`src/rtl/wm8731_pkg.sv`:
```
`default_nettype none
// +----------------------------------------------------------------------+
// | wm8731_pkg : codec address, register map and configuration table     |
// | Revision   : 1.0                                                     |
// +----------------------------------------------------------------------+
package wm8731_pkg;

  localparam logic [7:0] WM8731_I2C_ADDR = 8'h34;

  localparam logic [6:0] REG_LLINE  = 7'h00;
  localparam logic [6:0] REG_RLINE  = 7'h01;
  localparam logic [6:0] REG_LHP    = 7'h02;
  localparam logic [6:0] REG_RHP    = 7'h03;
  localparam logic [6:0] REG_APATH  = 7'h04;
  localparam logic [6:0] REG_DPATH  = 7'h05;
  localparam logic [6:0] REG_PWR    = 7'h06;
  localparam logic [6:0] REG_IFACE  = 7'h07;
  localparam logic [6:0] REG_ACTIVE = 7'h09;
  localparam logic [6:0] REG_RESET  = 7'h0F;

  localparam int CFG_LEN = 10;

  // {addr[6:0], data[8:0]}; sampling control stays at its reset default
  // (normal mode, 48 kHz), and activation must be the final write.
  localparam logic [15:0] CFG_TABLE [CFG_LEN] = '{
    {REG_RESET,  9'h000},
    {REG_LLINE,  9'h017},
    {REG_RLINE,  9'h017},
    {REG_LHP,    9'h079},
    {REG_RHP,    9'h079},
    {REG_APATH,  9'h012},
    {REG_DPATH,  9'h000},
    {REG_PWR,    9'h000},
    {REG_IFACE,  9'h002},
    {REG_ACTIVE, 9'h001}
  };

  typedef enum logic [2:0] {
    ST_IDLE, ST_START, ST_BIT, ST_ACK, ST_STOP, ST_GAP, ST_FINISH, ST_FAIL
  } state_t;

  typedef enum logic [2:0] {
    SEQ_IDLE, SEQ_ISSUE, SEQ_WAIT, SEQ_FINISH, SEQ_FAIL
  } seq_t;

  localparam logic [1:0] OP_START_BYTE = 2'd0;
  localparam logic [1:0] OP_BYTE       = 2'd1;
  localparam logic [1:0] OP_STOP       = 2'd2;

endpackage
`default_nettype wire

```
`src/rtl/wm8731_cfg_sequencer_i2c_byte_tx.sv`:
```
`default_nettype none
// +----------------------------------------------------------------------+
// | i2c_byte_tx : quarter-tick I2C framer (START+byte, byte, STOP+gap)   |
// | Revision    : 1.0                                                    |
// +----------------------------------------------------------------------+
module i2c_byte_tx
  import wm8731_pkg::*;
#(
  parameter int QTR_DIV  = 31,
  parameter int GAP_QTRS = 8
) (
  input  logic       clk,
  input  logic       reset,
  input  logic       enable,
  input  logic       go,
  input  logic [1:0] op,
  input  logic [7:0] data,
  input  logic       sda_in,
  output logic       ready,
  output logic       nack,
  output logic       scl,
  output logic       sda_oe
);

  localparam int c_DW = (QTR_DIV > 1) ? $clog2(QTR_DIV) : 1;
  localparam logic [c_DW-1:0] c_DIV_LAST = c_DW'(QTR_DIV - 1);
  localparam int c_GW = (GAP_QTRS > 1) ? $clog2(GAP_QTRS) : 1;
  localparam logic [c_GW-1:0] c_GAP_LAST = c_GW'(GAP_QTRS - 1);

  logic [c_DW-1:0] r_div;
  logic            w_qtick;
  state_t          r_state;
  logic [1:0]      r_q;
  logic [2:0]      r_bit;
  logic [7:0]      r_shift;
  logic [c_GW-1:0] r_gap;

  assign w_qtick = enable && (r_div == c_DIV_LAST);

  always_ff @(posedge clk or negedge reset) begin
    if (!reset)          r_div <= '0;
    else if (!w_qtick && enable) r_div <= r_div + 1'b1;
    else                 r_div <= '0;
  end

  always_ff @(posedge clk or negedge reset) begin
    if (!reset) begin
      r_state <= ST_IDLE;
      r_q     <= 2'd0;
      r_bit   <= 3'd0;
      r_shift <= 8'd0;
      r_gap   <= '0;
      ready   <= 1'b0;
      nack    <= 1'b0;
      scl     <= 1'b1;
      sda_oe  <= 1'b0;
    end else begin
      ready <= 1'b0;
      case (r_state)
        ST_IDLE: if (go) begin
          r_shift <= data;
          r_q     <= 2'd0;
          r_bit   <= 3'd0;
          r_gap   <= '0;
          nack    <= 1'b0;
          if (op == OP_STOP)            r_state <= ST_STOP;
          else if (op == OP_START_BYTE) r_state <= ST_START;
          else                          r_state <= ST_BIT;
        end
        ST_START: if (w_qtick) begin
          r_q <= r_q + 2'd1;
          case (r_q)
            2'd0:    begin sda_oe <= 1'b0; scl <= 1'b1; end
            2'd1:    sda_oe <= 1'b1;
            2'd2:    scl <= 1'b0;
            default: r_state <= ST_BIT;
          endcase
        end
        ST_BIT: if (w_qtick) begin
          r_q <= r_q + 2'd1;
          case (r_q)
            2'd0: sda_oe <= ~r_shift[7];
            2'd1: scl <= 1'b1;
            2'd3: begin
              scl     <= 1'b0;
              r_shift <= {r_shift[6:0], 1'b0};
              r_bit   <= r_bit + 3'd1;
              if (r_bit == 3'd7) r_state <= ST_ACK;
            end
            default: ;
          endcase
        end
        ST_ACK: if (w_qtick) begin
          r_q <= r_q + 2'd1;
          case (r_q)
            2'd0:    sda_oe <= 1'b0;
            2'd1:    scl <= 1'b1;
            2'd2:    nack <= sda_in;
            default: begin scl <= 1'b0; ready <= 1'b1; r_state <= ST_IDLE; end
          endcase
        end
        ST_STOP: if (w_qtick) begin
          r_q <= r_q + 2'd1;
          case (r_q)
            2'd0:    sda_oe <= 1'b1;
            2'd1:    scl <= 1'b1;
            2'd2:    sda_oe <= 1'b0;
            default: r_state <= ST_GAP;
          endcase
        end
        ST_GAP: if (w_qtick) begin
          if (r_gap == c_GAP_LAST) begin
            ready   <= 1'b1;
            r_state <= ST_IDLE;
          end else begin
            r_gap <= r_gap + 1'b1;
          end
        end
        default: r_state <= ST_IDLE;
      endcase
    end
  end

endmodule
`default_nettype wire

```
`src/rtl/wm8731_cfg_sequencer.sv`:
```
`default_nettype none
// +----------------------------------------------------------------------+
// | wm8731_cfg_sequencer : walks the codec table, retries NACKed entries |
// | Revision             : 1.0                                           |
// +----------------------------------------------------------------------+
module wm8731_cfg_sequencer
  import wm8731_pkg::*;
#(
  parameter int QTR_DIV   = 31,
  parameter int NUM_REGS  = 10,
  parameter int MAX_RETRY = 3,
  parameter int GAP_QTRS  = 8
) (
  input  logic       clk,
  input  logic       reset,
  input  logic       start,
  input  logic       sda_in,
  output logic       scl,
  output logic       sda_oe,
  output logic       busy,
  output logic       done,
  output logic       ack_error,
  output logic       i2s_enable,
  output logic [3:0] cur_index
);

  localparam int c_RW = (MAX_RETRY > 0) ? $clog2(MAX_RETRY + 1) : 1;
  localparam logic [c_RW-1:0] c_MAX_RETRY = c_RW'(MAX_RETRY);
  localparam logic [3:0]      c_LAST      = 4'(NUM_REGS - 1);

  seq_t            r_seq;
  logic [1:0]      r_step;   // 0..2 = byte index, 3 = STOP plus gap
  logic [c_RW-1:0] r_retry;
  logic            r_nack;
  logic            r_go;
  logic [1:0]      r_op;
  logic [7:0]      r_data;
  logic [15:0]     w_entry;
  logic [7:0]      w_byte;
  logic [1:0]      w_op;
  logic            w_ready;
  logic            w_nack;

  assign i2s_enable = done;

  always_comb begin
    w_entry = CFG_TABLE[cur_index];
    w_byte  = WM8731_I2C_ADDR;
    w_op    = OP_BYTE;
    case (r_step)
      2'd0:    w_op   = OP_START_BYTE;
      2'd1:    w_byte = w_entry[15:8];
      2'd2:    w_byte = w_entry[7:0];
      default: w_op   = OP_STOP;
    endcase
  end

  always_ff @(posedge clk or negedge reset) begin
    if (!reset) begin
      r_seq     <= SEQ_IDLE;
      r_step    <= 2'd0;
      r_retry   <= '0;
      r_nack    <= 1'b0;
      r_go      <= 1'b0;
      r_op      <= OP_STOP;
      r_data    <= 8'd0;
      busy      <= 1'b0;
      done      <= 1'b0;
      ack_error <= 1'b0;
      cur_index <= 4'd0;
    end else begin
      r_go <= 1'b0;
      case (r_seq)
        SEQ_IDLE: if (start) begin
          busy      <= 1'b1;
          done      <= 1'b0;
          ack_error <= 1'b0;
          cur_index <= 4'd0;
          r_retry   <= '0;
          r_step    <= 2'd0;
          r_nack    <= 1'b0;
          r_seq     <= SEQ_ISSUE;
        end
        SEQ_ISSUE: begin
          r_go   <= 1'b1;
          r_op   <= w_op;
          r_data <= w_byte;
          r_seq  <= SEQ_WAIT;
        end
        SEQ_WAIT: if (w_ready) begin
          r_seq <= SEQ_ISSUE;
          if (r_step == 2'd3) begin
            r_step <= 2'd0;
            if (r_nack) begin
              if (r_retry == c_MAX_RETRY) begin
                r_seq <= SEQ_FAIL;
              end else begin
                r_retry <= r_retry + 1'b1;
                r_nack  <= 1'b0;
              end
            end else begin
              r_retry   <= '0;
              cur_index <= cur_index + 4'd1;
              if (cur_index == c_LAST) r_seq <= SEQ_FINISH;
            end
          end else if (w_nack) begin
            r_nack <= 1'b1;
            r_step <= 2'd3;
          end else begin
            r_step <= r_step + 2'd1;
          end
        end
        SEQ_FINISH: begin
          done  <= 1'b1;
          busy  <= 1'b0;
          r_seq <= SEQ_IDLE;
        end
        SEQ_FAIL: begin
          ack_error <= 1'b1;
          busy      <= 1'b0;
          r_seq     <= SEQ_IDLE;
        end
        default: r_seq <= SEQ_IDLE;
      endcase
    end
  end

  i2c_byte_tx #(
    .QTR_DIV  (QTR_DIV),
    .GAP_QTRS (GAP_QTRS)
  ) u_tx (
    .clk    (clk),
    .reset  (reset),
    .enable (busy),
    .go     (r_go),
    .op     (r_op),
    .data   (r_data),
    .sda_in (sda_in),
    .ready  (w_ready),
    .nack   (w_nack),
    .scl    (scl),
    .sda_oe (sda_oe)
  );

endmodule
`default_nettype wire

```
`config.mk`:
```
export PLATFORM = sky130hd
export DESIGN_NAME = wm8731_cfg_sequencer
export DESIGN_NICKNAME = d
export VERILOG_FILES = /design/src/rtl/wm8731_pkg.sv /design/src/rtl/wm8731_cfg_sequencer_i2c_byte_tx.sv /design/src/rtl/wm8731_cfg_sequencer.sv
export SDC_FILE = /design/constraint.sdc
export NUM_CORES = 1
export LEC_CHECK = 0
export ABC_AREA = 1
export CAP_MARGIN = 20
export CORE_MARGIN = 2
export CORE_UTILIZATION = 25
export DETAILED_ROUTE_END_ITERATION = 6
export GPL_ROUTABILITY_DRIVEN = 0
export RECOVER_POWER = 50
export SLEW_MARGIN = 15
export SYNTH_ARGS = -nofsm -noshare
export SYNTH_HDL_FRONTEND = slang
export SYNTH_HIERARCHICAL = 1
export SYNTH_SLANG_ARGS = --single-unit
```
`constraint.sdc`:
```
create_clock -name clk -period 2.2 [get_ports clk]
set_input_delay 0.44 -clock clk [delete_from_list [all_inputs] [get_ports clk]]
set_output_delay 0.44 -clock clk [all_outputs]
set_load 0.1 [all_outputs]
```
==> flow_summary.json, run 1 <==
{
  "worst_slack_ns": 0.356,
  "synth_cell_type_count": 33,
  "multi_input_area_sq_um": 1590,
  "postSynthCellCount": 413,
  "setup_viol": 0,
  "avgRoutedWirePerCell_um": 10.9,
  "number_of_global_route_vias_before_repair": 2585,
  "startpoint_of_the_most_critical_register_to_register_path": "u_tx/r_state[2]",
  "synth_area_leaders": "dfrtp_1 40%, nand2_1 16%, ha_1 7.1%, inv_1 4.9%, nand3_1 4.7%",
  "routed_via_density": 4.28,
  "yosys_warnings": 6,
  "p_leak_nw": 1.79,
  "critical_path.max_fanout": 22,
  "synthDominantCellAreaShare": 0.403,
  "max_stage_delay_ns": 0.45,
  "finalSetupTns_ns": 0,
  "clock_tree.root_cell": "clkbuf_16",
  "rsz_0062_raised_after_global_routing": "false",
  "mostFrequentLayoutCell": "nand2_1",
  "clock_skew_ns": 0.00533,
  "std_cell_rows": 41,
  "ant_nets": 0,
  "ff_latch_area_sq_um": 1330,
  "worst_ep_required_time_ns": 2.40,
  "design.core.area_sq_um": 12500,
  "clk-insertion-delay-late_ns": 0.29,
  "layout.cell_area.non_filler_sq_um": 3610,
  "hold_violations": 0,
  "drt-initial-drc-count": 144,
  "port_buffers": 13,
  "drive_gt1_frac": 0.135,
  "drv_slew": 0,
  "grt_max_degree": 33,
  "critical_path.startpoint_type": "register",
  "holdBufCountCts": 0,
  "vdd.ir_drop.worst_uv": 252,
  "dieArea_sq_um": 13600,
  "global_route.overflow_total": 0,
  "chipWidth_um": 116,
  "timing.critical_path.slowest_stage_cell": "dfrtp_1",
  "syn_area_sq_um": 3160,
  "r2r.worst_path.cells": 7,
  "worst_path_cell_trace": "inv_2 -> nand3_2 -> inv_2 -> nand2_1 -> nand3_2 -> nand2_1 -> o21ai_1",
  "finalWorstPathRequiredPeriod_ns": 1.84,
  "flops_latches_synth": 53,
  "clock_tree.htree_level_count": 2,
  "firstDrtPassIters": 4,
  "terminus_of_the_critical_flop_to_flop_path": "u_tx/r_shift[2]",
  "cts-root-to-sink-buffers": 2,
  "power.density_cell_area_nw_per_um2": 540,
  "route.final.wire_length_um": 6520,
  "io_pins": 14,
  "critPathCaptureType": "register",
  "avgSynthCellArea_sq_um": 7.66,
  "n_antenna_cell": 0,
  "achievable-frequency_mhz": 542,
  "max-cap-violations": 0,
  "synth.yosys.seq_area_share": 0.420,
  "placement.cell_area_sq_um": 3450,
  "cts_sink_count": 53,
  "drt_drc_violations_left": 0,
  "grt_pass1_wl_um": 11900,
  "cts_repair_resize_count": 0,
  "worst_slew_margin_rel": 0.119,
  "grt_antenna_before_repair": 0,
  "tightest_slew_ns": 1.32,
  "detailroute.via_count": 2570,
  "holdCritPathClass": "in -> async",
  "period_utilisation_layout": 0.838,
  "power_mw": 1.95,
  "synth_area_leader_cell": "dfrtp_1",
  "cts_tree": "built",
  "leading_cell_types_in_the_layout_fill_and_taps_excluded": "135 x nand2_1, 51 x dfrtp_1, 41 x inv_1",
  "path_clk_slew_ns": 0.07,
  "fillCellCount": 1347,
  "outcome": "finished clean",
  "dp_worst_setup_slack_ns": 0.360,
  "postCtsSetupBuffers": 0,
  "numCtsBuffers": 5,
  "die_height_um": 116,
  "post-dp-hpwl_um": 4920,
  "design.final.nets": 450,
  "crit_type": "reg -> reg",
  "cp_data_arrival_time_ns": 2.04,
  "number_of_nets_in_the_synthesized_netlist": 435,
  "initial_core_util": 0.254,
  "synthToLayoutAreaGrowth_pct": 14.2,
  "grt_util_all_layers": 0.108,
  "r2r_setup_slack_ns": 0.36
}
## how the worst max path moves through the flow
stage | from | endpoint | cells past startpoint
2_1_floorplan | cur_index[0] | r_data[1] | 8
3_3_place_gp | u_tx/r_state[2] | u_tx/r_bit[2] | 6
3_5_place_dp | u_tx/r_state[2] | u_tx/r_shift[2] | 7
4_1_cts | u_tx/r_state[2] | u_tx/r_shift[2] | 7
5_1_grt | u_tx/r_state[2] | u_tx/r_shift[1] | 7
6_report | u_tx/r_state[2] | u_tx/r_shift[2] | 7
## power breakdown
part	internal [mW]	total (mW)	switching, mW	leakage [nW]
sequential	0.979	0.985	0.00562	0.702
clock	0.568	0.917	0.349	0.0831
combinational	0.0136	0.0486	0.0350	1.00
## through the flow
stage | std cells | hold WS, ns | util
2_1_floorplan | 413 | 0.144 | -
3_3_place_gp | 593 | 0.456 | 0.277
3_5_place_dp | 593 | 0.458 | 0.277
4_1_cts | 601 | 0.154 | 0.291
5_1_grt | 601 | 0.496 | 0.290
6_report | 601 | 0.432 | 0.290
## logic make-up after synthesis
family,synth area share
simple gates,0.338
flops,0.420
fa+ha+maj,0.0712
other cells,0.00119
buf+inv,0.0759
compound gates,0.0882
xor+xnor,0.00554
## state kept, by name (all words and copies together) (netlist names), 3 cells and up
| register | cells |
|---|---|
| u_tx/r_shift | 8 |
| r_data | 7 |
| u_tx/r_div | 5 |
| cur_index | 4 |
| r_seq | 3 |
| u_tx/r_bit | 3 |
| u_tx/r_gap | 3 |
| u_tx/r_state | 3 |
## cell usage after synthesis
| cell | number |
|---|---|
| o21ai_0 | 28 |
| buf_6 | 3 |
| o21ai_2 | 3 |
| xor2_1 | 1 |
| nand3_1 | 30 |
| xnor2_1 | 1 |
| dfstp_2 | 2 |
| nand2_4 | 4 |
| inv_2 | 5 |
| buf_2 | 2 |
| nor3_1 | 5 |
| nor2_4 | 4 |
| buf_4 | 2 |
| clkinv_4 | 1 |
| nand2_1 | 135 |
| o2111ai_1 | 2 |
| o21ai_1 | 9 |
| inv_1 | 41 |
| nand3_2 | 4 |
| dfrtp_1 | 51 |
| nand3b_1 | 2 |
| a21oi_2 | 1 |
| or2_2 | 9 |
| ha_1 | 18 |
| a31oi_1 | 1 |
| or2_0 | 1 |
| nor2_2 | 3 |
| conb_1 | 1 |
| o211ai_1 | 2 |
| nand4_1 | 3 |
| a21oi_1 | 4 |
| nand2_2 | 4 |
| nor2_1 | 31 |
## per-layer routing
metal	global-route usage	wire length, um	vias up
met2	0.177	3020	18
met5	0	0	-
met4	0.0238	59	0
met3	0.0234	151	4
met1	0.148	3290	1203
li1	-	-	1345
## worst max-delay path, delay by kind of cell (launching register included)
family,cells,cell delay (ns)
compound gates,1,0.10
flops,1,0.45
buf+inv,2,0.45
simple gates,4,0.74
## final cells by class
| class | count | area share |
|---|---|---|
| Multi-Input combinational cell | 306 | 0.439 |
| Sequential cell | 53 | 0.368 |
| Tap cell | 172 | 0.0596 |
| Inverter | 47 | 0.0502 |
| Clock buffer | 6 | 0.0385 |
| Timing Repair Buffer | 15 | 0.0340 |
| Clock inverter | 2 | 0.0104 |
Note: power is estimated with default switching activity, not from simulation.
==> inputs of run 2 (changes only) <==
==> constraint.sdc (replaced) <==
create_clock -name clk -period 1.5 [get_ports clk]
set_input_delay 0.3 -clock clk [delete_from_list [all_inputs] [get_ports clk]]
set_output_delay 0.3 -clock clk [all_outputs]
set_load 0.1 [all_outputs]
==> flow_summary.json, run 2 (synthesized netlist as in run 1, its figures left out) <==
{
  "finalWorstPathRequiredPeriod_ns": 1.54,
  "violations_in_the_final_reports": "setup timing",
  "largest_reg_flops": 8,
  "design.core.area_sq_um": 12500,
  "cell_type_group_with_the_largest_total_delay_on_the_critical_path": "simple AND/OR/NAND/NOR gates",
  "cts_sink_count": 53,
  "met1_length_um": 3350,
  "drt-initial-drc-count": 108,
  "top_regs": "u_tx/r_shift (8), r_data (7), u_tx/r_div (5)",
  "initial_core_util": 0.254,
  "grt_antenna_before_repair": 0,
  "drv_slew": 0,
  "clk-insertion-delay-late_ns": 0.30,
  "std_cell_rows": 41,
  "worst_ep_required_time_ns": 1.68,
  "holdCritPathClass": "in -> async",
  "max_stage_delay_ns": 0.38,
  "drive_gt1_frac": 0.283,
  "dieArea_sq_um": 13600,
  "tightest_slew_ns": 1.18,
  "holdBufCountCts": 0,
  "worst_slack_ns": -0.0374,
  "top_register": "u_tx/r_shift",
  "critical_path_buf_inv_count": 2,
  "clock_tree.htree_level_count": 2,
  "grt_util_all_layers": 0.105,
  "power.density_cell_area_nw_per_um2": 653,
  "cts_tree": "built",
  "numCtsBuffers": 5,
  "cts-root-to-sink-buffers": 2,
  "detailroute.via_count": 2716,
  "critPathCaptureType": "register",
  "mostFrequentLayoutCell": "nand2_1",
  "worst_slew_margin_rel": 0.212,
  "worst_path_cell_trace": "inv_1 -> ha_2 -> nand2_2 -> nor2_2 -> nand2_2 -> nand2_2 -> nand3_4 -> clkbuf_16 -> nand2_2 -> o21ai_2",
  "routed_via_density": 4.35,
  "route.final.wire_length_um": 6870,
  "crit_type": "reg -> reg",
  "io_pins": 14,
  "route.top_layer_used": "met4",
  "period_utilisation_layout": 1.02,
  "firstDrtPassIters": 4,
  "achievable-frequency_mhz": 650,
  "finalSetupTns_ns": -0.248,
  "outcome": "finished, violations left",
  "fillCellCount": 1294,
  "setup_viol": 13,
  "wl_met2_um": 3250,
  "chipWidth_um": 116,
  "rsz_0062_raised_after_global_routing": "true",
  "grt_pass1_wl_um": 11600,
  "drt_drc_violations_left": 0,
  "hold_violations": 0,
  "clock_skew_ns": 0.00983,
  "port_buffers": 13,
  "critical_path.startpoint_type": "register",
  "clock_tree.root_cell": "clkbuf_16",
  "cp_data_arrival_time_ns": 1.71,
  "ant_nets": 0,
  "p_leak_nw": 1.98,
  "path_clk_slew_ns": 0.08,
  "post-dp-hpwl_um": 4830,
  "layoutNonFillerInstCount": 624,
  "dp_worst_setup_slack_ns": -0.00985,
  "leading_cell_types_in_the_layout_fill_and_taps_excluded": "117 x nand2_1, 42 x dfrtp_1, 38 x inv_1",
  "synthToLayoutAreaGrowth_pct": 30.7,
  "avgRoutedWirePerCell_um": 11.0,
  "die_height_um": 116,
  "global_route.overflow_total": 0,
  "path_common_cell": "nand2_2",
  "met3RoutedLength_um": 162,
  "n_antenna_cell": 0,
  "dp.cells": 607,
  "vdd.ir_drop.worst_uv": 475,
  "max-cap-violations": 0,
  "timing.critical_path.slowest_stage_cell": "dfrtp_1",
  "design.final.nets": 473,
  "critical_path.max_fanout": 5,
  "number_of_global_route_vias_before_repair": 2599,
  "grt_max_degree": 54
}
[run 2: report_power, final]
part	switching, mW	internal (mW)	leakage, nW
Clock	0.550	0.629	0.0704
Combinational	0.0519	0.0244	1.22
Sequential	0.00869	1.44	0.689
[run 2: path summary, 6_finish.rpt]
path / from / to / slack, ns / cells after the start
setup / recovery: u_tx/r_div[0] / u_tx/r_shift[1] / -0.04 / 10
hold / removal: reset / u_tx/r_div[2] / 0.33 / 2
setup reg to reg: u_tx/r_div[0] / u_tx/r_shift[1] / -0.04 / 10
hold reg to reg: r_retry[1] / r_retry[1] / 0.48 / 2
max in group asynchronous: reset / cur_index[1] / 0.31 / 2
min in group clk: r_retry[1] / r_retry[1] / 0.48 / 2
[run 2: worst register-to-register path, cell delays in order (launching register included)]
cell and delay, ns:
dfrtp_1 0.38, inv_1 0.06, ha_2 0.17, nand2_2 0.05, nor2_2 0.09, nand2_2 0.11, nand2_2 0.11, nand3_4 0.13
clkbuf_16 0.20, nand2_2 0.06, o21ai_2 0.05
[run 2: what timing repair did]
action / in CTS / in global routing
resized for setup: 2 / 57
buffers inserted: 0 / 6
pin swaps: 0 / 4
setup endpoints to repair: 8 / 27
gates cloned: 0 / 3
[run 2: final cells by class]
type                    instances  area (sq um)  share of cell area
clock buffers                   5           125              0.0303
clock inverters                 3          25.0             0.00606
inverters                      47           181              0.0439
multi-input cells             306          1770               0.428
flip-flops and latches         53          1350               0.326
well taps                     172           215              0.0521
repair buffers                 38           469               0.114
[run 2: per-layer routing]
layer | up-vias | global-route usage
li1 | 1399 | -
met1 | 1276 | 0.140
met2 | 30 | 0.173
met3 | 11 | 0.0208
met4 | 0 | 0.0310
met5 | - | 0
[run 2: metrics by stage]
stage | hold slack, ns | utilization | power [mW] | cell area, sq um
3_3_place_gp | 0.322 | 0.297 | 1.55 | 3700
6_report | 0.332 | 0.332 | 2.70 | 4130
2_1_floorplan | 0.00441 | - | 1.50 | 3180
4_1_cts | 0.00694 | 0.310 | 2.75 | 3860
3_5_place_dp | 0.323 | 0.297 | 1.56 | 3700
5_1_grt | 0.459 | 0.332 | 2.83 | 4130
==> inputs of run 3 (changes only) <==
--- a/config.mk
+++ b/config.mk
@@ -9,6 +9,7 @@
 export CAP_MARGIN = 20
 export CORE_MARGIN = 2
 export CORE_UTILIZATION = 25
+export CTS_CLUSTER_SIZE = 8
 export DETAILED_ROUTE_END_ITERATION = 6
 export GPL_ROUTABILITY_DRIVEN = 0
 export RECOVER_POWER = 50
==> results of run 3 <==
The final DEF is identical to that of run 2; final timing and power are the same.
==> RTL change 1, RTL diff (config.mk and constraints of run 3) <==
Put one more register stage on the output `ack_error`, without a reset. The value now appears one clock later. The other outputs are not delayed to match.
--- a/src/rtl/wm8731_cfg_sequencer.sv
+++ b/src/rtl/wm8731_cfg_sequencer.sv
@@ -29,2 +29,4 @@
   localparam logic [3:0]      c_LAST      = 4'(NUM_REGS - 1);
+
+  logic ack_error_s0;
 
@@ -68,3 +70,3 @@
       done      <= 1'b0;
-      ack_error <= 1'b0;
+      ack_error_s0 <= 1'b0;
       cur_index <= 4'd0;
@@ -76,3 +78,3 @@
           done      <= 1'b0;
-          ack_error <= 1'b0;
+          ack_error_s0 <= 1'b0;
           cur_index <= 4'd0;
@@ -118,3 +120,3 @@
         SEQ_FAIL: begin
-          ack_error <= 1'b1;
+          ack_error_s0 <= 1'b1;
           busy      <= 1'b0;
@@ -144,2 +146,6 @@
 
+  always_ff @(posedge clk) begin
+    ack_error <= ack_error_s0;
+  end
+
 endmodule
Formal check against the unedited RTL: no difference found for any inputs over 10 cycles, from zero or initial values and one cycle with reset low; that may be too few to reach the edited logic, so the function may still have changed.
==> RTL change 1 against run 3 <==
Routed wire length down 2.5%. Critical endpoint is now u_tx/r_state[0]$_DFFE_PN0P_. Worst setup slack better by 73 ps. Critical path depth up 1. Area after synthesis up 0.99%. Cell area decreased by 2.8%. Total power grew 2.0%. Core utilization decreased by 1.2 points. Global-route usage increased by 0.54 points. Final cell count fell by 0.96%. Sequential cell count grew 1.
==> RTL change 1: results (changes against run 3) <==
GRT
  • Global-route wire length before repair: 12.2 mm (was 11.6 mm)
  • Largest net degree at the start of global routing: 43 (was 54)
  • Total global-route track usage: 11.1% (was 10.5%)
  • Antenna violations before repair: 0 (unchanged)
  • Vias in the first global route: 2713 (was 2599)

Power and ir drop
  • Max IR drop VDD: 0.434 mV (was 0.475 mV)
  • Static Leak: 1.92 nW (was 1.98 nW)

Worst setup path
  • Worst Setup SP: u_tx/r_div[0]$_DFF_PN0_ (unchanged)
  • Worst-path fanout max: 5 (unchanged)
  • CP arrival: 1650 ps (was 1710 ps)
  • Critical path's slowest cell: dfrtp_1 (unchanged)
  • CP peak stage delay: 380 ps (about the same)
  • Reg2reg start: u_tx/r_div[0]$_DFF_PN0_ (unchanged)
  • CP top delay family: simple AND/OR/NAND/NOR gates (unchanged)

Placement
  • Post-placement cell count: 606 (was 607)
  • DP HPWL: 4.91 mm (was 4.83 mm)
  • Dpl ws: 0.0312 ps (was -9.85 ps)
  • Count of input and output buffers: 13 (unchanged)

Route
  • DR iter-0 viols: 154 (was 108)
  • Vias/cell: 4.39 (was 4.35)
  • Routed length per placed instance: 10.8 um (was 11.0 um)
  • First-pass detailed-route iteration total: 4 (unchanged)
  • Drt total wl: 6.69 mm (was 6.87 mm)

Final layout
  • Post-layout nets: 467 (was 473)
  • Ant. Diodes: 0 (unchanged)
  • Layout filler cell count: 1326 (was 1294)
  • Share of cells above drive strength 1: 23.3% (was 28.3%)

Logic synthesis
  • Top cells by area, synth: dfrtp_1 (40%), nand2_1 (15%), ha_1 (7.1%), o21ai_0 (5.0%), inv_1 (4.8%) (was dfrtp_1 (40%), nand2_1 (16%), ha_1 (7.1%), inv_1 (4.9%), nand3_1 (4.7%))
  • Post-synthesis cell count: 412 (was 413)
  • Post-synth cell types: 35 (was 33)
  • Syn_nets: 434 (was 435)
  • Post-Synth Adder-Cell Area: 7.05% (was 7.12%)
  • Synth Area in Compound Gates: 9.67% (was 8.82%)
  • Synth top cells by count: nand2_1 (131), dfrtp_1 (51), inv_1 (41) (was nand2_1 (135), dfrtp_1 (51), inv_1 (41))
  • Seq/Total Area, Yosys: 42.2% (was 42.0%)
  • Post-Synth XOR/XNOR Area: 0.548% (was 0.554%)
  • FFs w/ async S/R, synth: 98.1% (was 100%)

STA
  • Tightest Pin Transition: 783 ps (was 1180 ps)
  • Final number of hold-violating endpoints: 0 (unchanged)
  • Final Skew: 6.77 ps (was 9.83 ps)

Status
  • Status: finished, final reports clean (was finished, violations left)

Worst hold path
  • Hold crit path type: flop to flop (was input port to asynchronous set/reset pin)

Clock tree
  • CTS Buffer Depth: 2 (unchanged)
[RTL change 1: cell types whose count changed after synthesis, sizes merged]
cell,run 3,this run
o21ai,40,43
clkinv,1,0
nor2,38,37
nand2,143,140
dfxtp,0,1
[RTL change 1: report_power, final]
| part | switching (mW) | internal, mW | total (mW) | leakage (nW) |
|---|---|---|---|---|
| clock network | 0.561 | 0.638 | 1.20 | 0.0759 |
| logic | 0.0538 | 0.0295 | 0.0833 | 1.14 |
| registers | 0.00875 | 1.46 | 1.47 | 0.699 |
| total | 0.623 | 2.13 | 2.75 | 1.92 |
[RTL change 1: through the flow]
| stage | total power, mW | util, % | instance area, um2 | setup TNS [ps] |
|---|---|---|---|---|
| finish | 2.75 | 32.0 | 4020 | 0 |
| global placement | 1.58 | 29.7 | 3740 | 0 |
| detailed placement | 1.58 | 29.7 | 3740 | 0 |
| CTS | 2.80 | 31.1 | 3900 | 0 |
| floorplan | 1.52 | - | 3210 | -43.4 |
| global route | 2.88 | 32.0 | 4020 | -916 |
[RTL change 1: metal layers]
layer	routed length, um	part of all wire, %	GRT usage [%]
met4	74	1.1	3.37
met2	3150	47	17.9
met3	204	3.0	2.16
met1	3260	49	15.0
met5	0	0	0
[RTL change 1: cell type report]
class                      count  area [um2]  area share [%]
clock buffer                   5         125            3.11
tap                          172         215            5.35
timing repair buffer          33         402            9.99
clock inverter                 3        28.8           0.716
multi-input combinational    305        1710            42.5
inverter                      46         175            4.36
sequential                    54        1370            34.0
[RTL change 1: repair_timing]
action | 4_1_cts | 5_1_grt
setup buffers | 0 | 3
hold buffers | 1 | 0
pin swaps | 0 | 5
hold endpoints to repair | 10 | 0
endpoints found under the setup margin | 3 | 29
resized for setup | 1 | 31
[RTL change 1: path summary, 6_finish.rpt]
kind	endpoint	cells past startpoint	slack, ps
setup / recovery	u_tx/r_state[0]$_DFFE_PN0P_	11	40
hold / removal	ack_error$_DFF_P_	0	390
setup reg to reg	u_tx/r_state[0]$_DFFE_PN0P_	11	40
hold reg to reg	ack_error$_DFF_P_	0	390
max in group asynchronous	r_op[1]$_DFFE_PN1N_	3	150
min in group asynchronous	u_tx/r_div[3]$_DFF_PN0_	2	610
[RTL change 1: kinds of logic (layout without fill, tap and decap cells)]
logic type / Yosys count / in the layout
adders and majority gates: 18 / 18
AOI/OAI and AO/OA: 53 / 53
and+or+nand+nor: 231 / 231
DFF: 54 / 54
other: 1 / 1
xor gates and xnor gates: 2 / 2
buffers and inverters: 53 / 87
[RTL change 1: worst reg2reg max path, stage by stage (launching register included)]
cell and delay (ps):
dfrtp_1 380, inv_1 60, ha_1 160, nand2_2 70, nor2_4 120, nand2_4 90
nand2_4 100, nand2_2 60, nor2_4 140, nand2_2 70, nand2_1 60, nand2_1 50
==> RTL change 2, RTL diff (flow settings as in run 3) <==
Without the edit above. `QTR_DIV` is set to 31 in 2 places; all go to 62.
--- a/src/rtl/wm8731_cfg_sequencer_i2c_byte_tx.sv
+++ b/src/rtl/wm8731_cfg_sequencer_i2c_byte_tx.sv
@@ -8,3 +8,3 @@
 #(
-  parameter int QTR_DIV  = 31,
+  parameter int QTR_DIV  = 62,
   parameter int GAP_QTRS = 8
--- a/src/rtl/wm8731_cfg_sequencer.sv
+++ b/src/rtl/wm8731_cfg_sequencer.sv
@@ -8,3 +8,3 @@
 #(
-  parameter int QTR_DIV   = 31,
+  parameter int QTR_DIV   = 62,
   parameter int NUM_REGS  = 10,
Check against the original RTL: same outputs for any inputs over 10 cycles, from zero or initial values and one cycle with reset low; that may be too few to reach the edited logic, so the function may still have changed.
==> RTL change 2 against run 3 <==
The flow still finishes with violations (negative setup slack). Routed wire length grew 5.7%. Worst setup slack lost 6.5 ps. Total power grew 7.1%. Hold slack gained 150 ps. Global-route usage grew 0.096 points. Critical path depth is the same. Area after synthesis grew 5.5%. Final cell count grew 5.8%. Sequential cell count grew 1. Cell area grew 5.0%. Critical endpoint is now u_tx/r_shift[2]$_DFFE_PN0P_. Largest cell class unchanged.
==> RTL change 2: results (changes against run 3) <==
Status
  • Status: finished, violations left (unchanged)
  • Failing checks: negative setup slack (unchanged)

Placement
  • Post-placement cell count: 640 (was 607)
  • DP HPWL: 5.26 mm (was 4.83 mm)

Final layout
  • Share of cells above drive strength 1: 29.5% (was 28.3%)
  • Finished Layout Cells: 660 (was 624)
  • Top Registers: u_tx/r_shift (8), r_data (7), u_tx/r_div (6) (was u_tx/r_shift (8), r_data (7), u_tx/r_div (5))
  • Post-layout nets: 505 (was 473)

Power and ir drop
  • Psw: 612 uW (was 610 uW)
  • Max IR drop VDD: 0.478 mV (was 0.475 mV)

Worst setup path
  • Worst-path fanout max: 6 (was 5)
  • CP arrival: 1730 ps (was 1710 ps)

GRT
  • Vias in the first global route: 2772 (was 2599)
  • Total global-route track usage: 10.6% (was 10.5%)
  • Global-route wire length before repair: 12.5 mm (was 11.6 mm)

Route
  • Vias: 2874 (was 2716)
  • Drt total wl: 7.26 mm (was 6.87 mm)

Logic synthesis
  • Top cells by area, synth: dfrtp_1 (39%), nand2_1 (14%), ha_1 (6.7%), inv_1 (5.4%), nand3_1 (4.8%) (was dfrtp_1 (40%), nand2_1 (16%), ha_1 (7.1%), inv_1 (4.9%), nand3_1 (4.7%))
  • Seq/Total Area, Yosys: 40.6% (was 42.0%)
  • Syn_nets: 452 (was 435)
  • Avg Cell Area, Syn: 7.76 um2 (was 7.66 um2)
  • Post-synth cell types: 37 (was 33)

Worst hold path
  • Hold crit path type: flop to flop (was input port to asynchronous set/reset pin)

STA
  • Final setup vio count: 10 (was 13)
  • Worst setup margin: -43.9 ps (was -37.4 ps)
  • Final Skew: 8.46 ps (was 9.83 ps)

Floorplanning
  • Die Area: 14300 um2 (was 13600 um2)
RTL change 2: worst max-delay path, cell delays in order, from the launching register on:
cell and delay, ps:
dfrtp_1 390, inv_2 70, ha_4 130, nand3_4 90
nor2_4 130, nand2_4 90, nand2_2 80, inv_2 50
nor2_8 170, clkbuf_16 180, o21ai_2 50
RTL change 2: repair_timing:
| item | CTS | global route |
|---|---|---|
| pin swaps | 1 | 13 |
| hold buffers | 1 | 0 |
| cloned | 0 | 1 |
| hold endpoints to repair | 15 | 0 |
| resized for setup | 7 | 28 |
| setup buffers | 1 | 9 |
| setup endpoints to repair | 16 | 30 |
RTL change 2: logic make-up (layout without fill, tap and decap cells):
logic type,count (synthesis),after routing,share of synthesized area [%]
DFF,54,54,40.6
xor gates and xnor gates,2,2,0.525
buffers and inverters,65,119,8.88
and+or+nand+nor,243,243,34.6
adders and majority gates,18,18,6.75
AOI/OAI and AO/OA,47,47,8.62
other,1,1,0.112
RTL change 2: power by group through the flow:
stage	logic, mW	clock network [mW]	registers [mW]
after global routing	0.109	1.42	1.47
after detailed placement	0.0949	0	1.50
after floorplan	0.0149	0	1.51
final	0.0939	1.33	1.47
after global placement	0.0925	0	1.50
after CTS	0.0972	1.36	1.47
RTL change 2: through the flow:
step / util (%) / setup TNS [ps]
6_report: 33.0 / -349
3_5_place_dp: 30.3 / -112
4_1_cts: 31.9 / -147
3_3_place_gp: 30.3 / 0
2_1_floorplan: - / -43.4
5_1_grt: 33.0 / -1710
RTL change 2: per-layer routing:
metal  vias to the layer above  GRT usage, %  wire, um
met2                        46          17.1      3420
li1                       1462             -         -
met1                      1342          13.9      3430
met4                         0          4.41       184
met5                         -             0         0
met3                        24          2.09       222
RTL change 2: final timing paths:
check / startpoint / to / slack [ps]
setup / recovery: u_tx/r_div[1]$_DFF_PN0_ / u_tx/r_shift[2]$_DFFE_PN0P_ / -40
hold / removal: r_retry[1]$_DFFE_PN0P_ / r_retry[1]$_DFFE_PN0P_ / 480
setup reg to reg: u_tx/r_div[1]$_DFF_PN0_ / u_tx/r_shift[2]$_DFFE_PN0P_ / -40
hold reg to reg: r_retry[1]$_DFFE_PN0P_ / r_retry[1]$_DFFE_PN0P_ / 480
max in group asynchronous: reset / u_tx/r_state[0]$_DFFE_PN0P_ / 190
min in group asynchronous: reset / u_tx/r_div[3]$_DFF_PN0_ / 490
RTL change 2: area by class of cell:
class | count | area [um2]
fill | 1398 | 8800
multi-input combinational | 311 | 1790
sequential | 54 | 1370
timing repair buffer | 54 | 568
inverter | 57 | 224
tap | 176 | 220
clock buffer | 5 | 125
clock inverter | 3 | 40.0
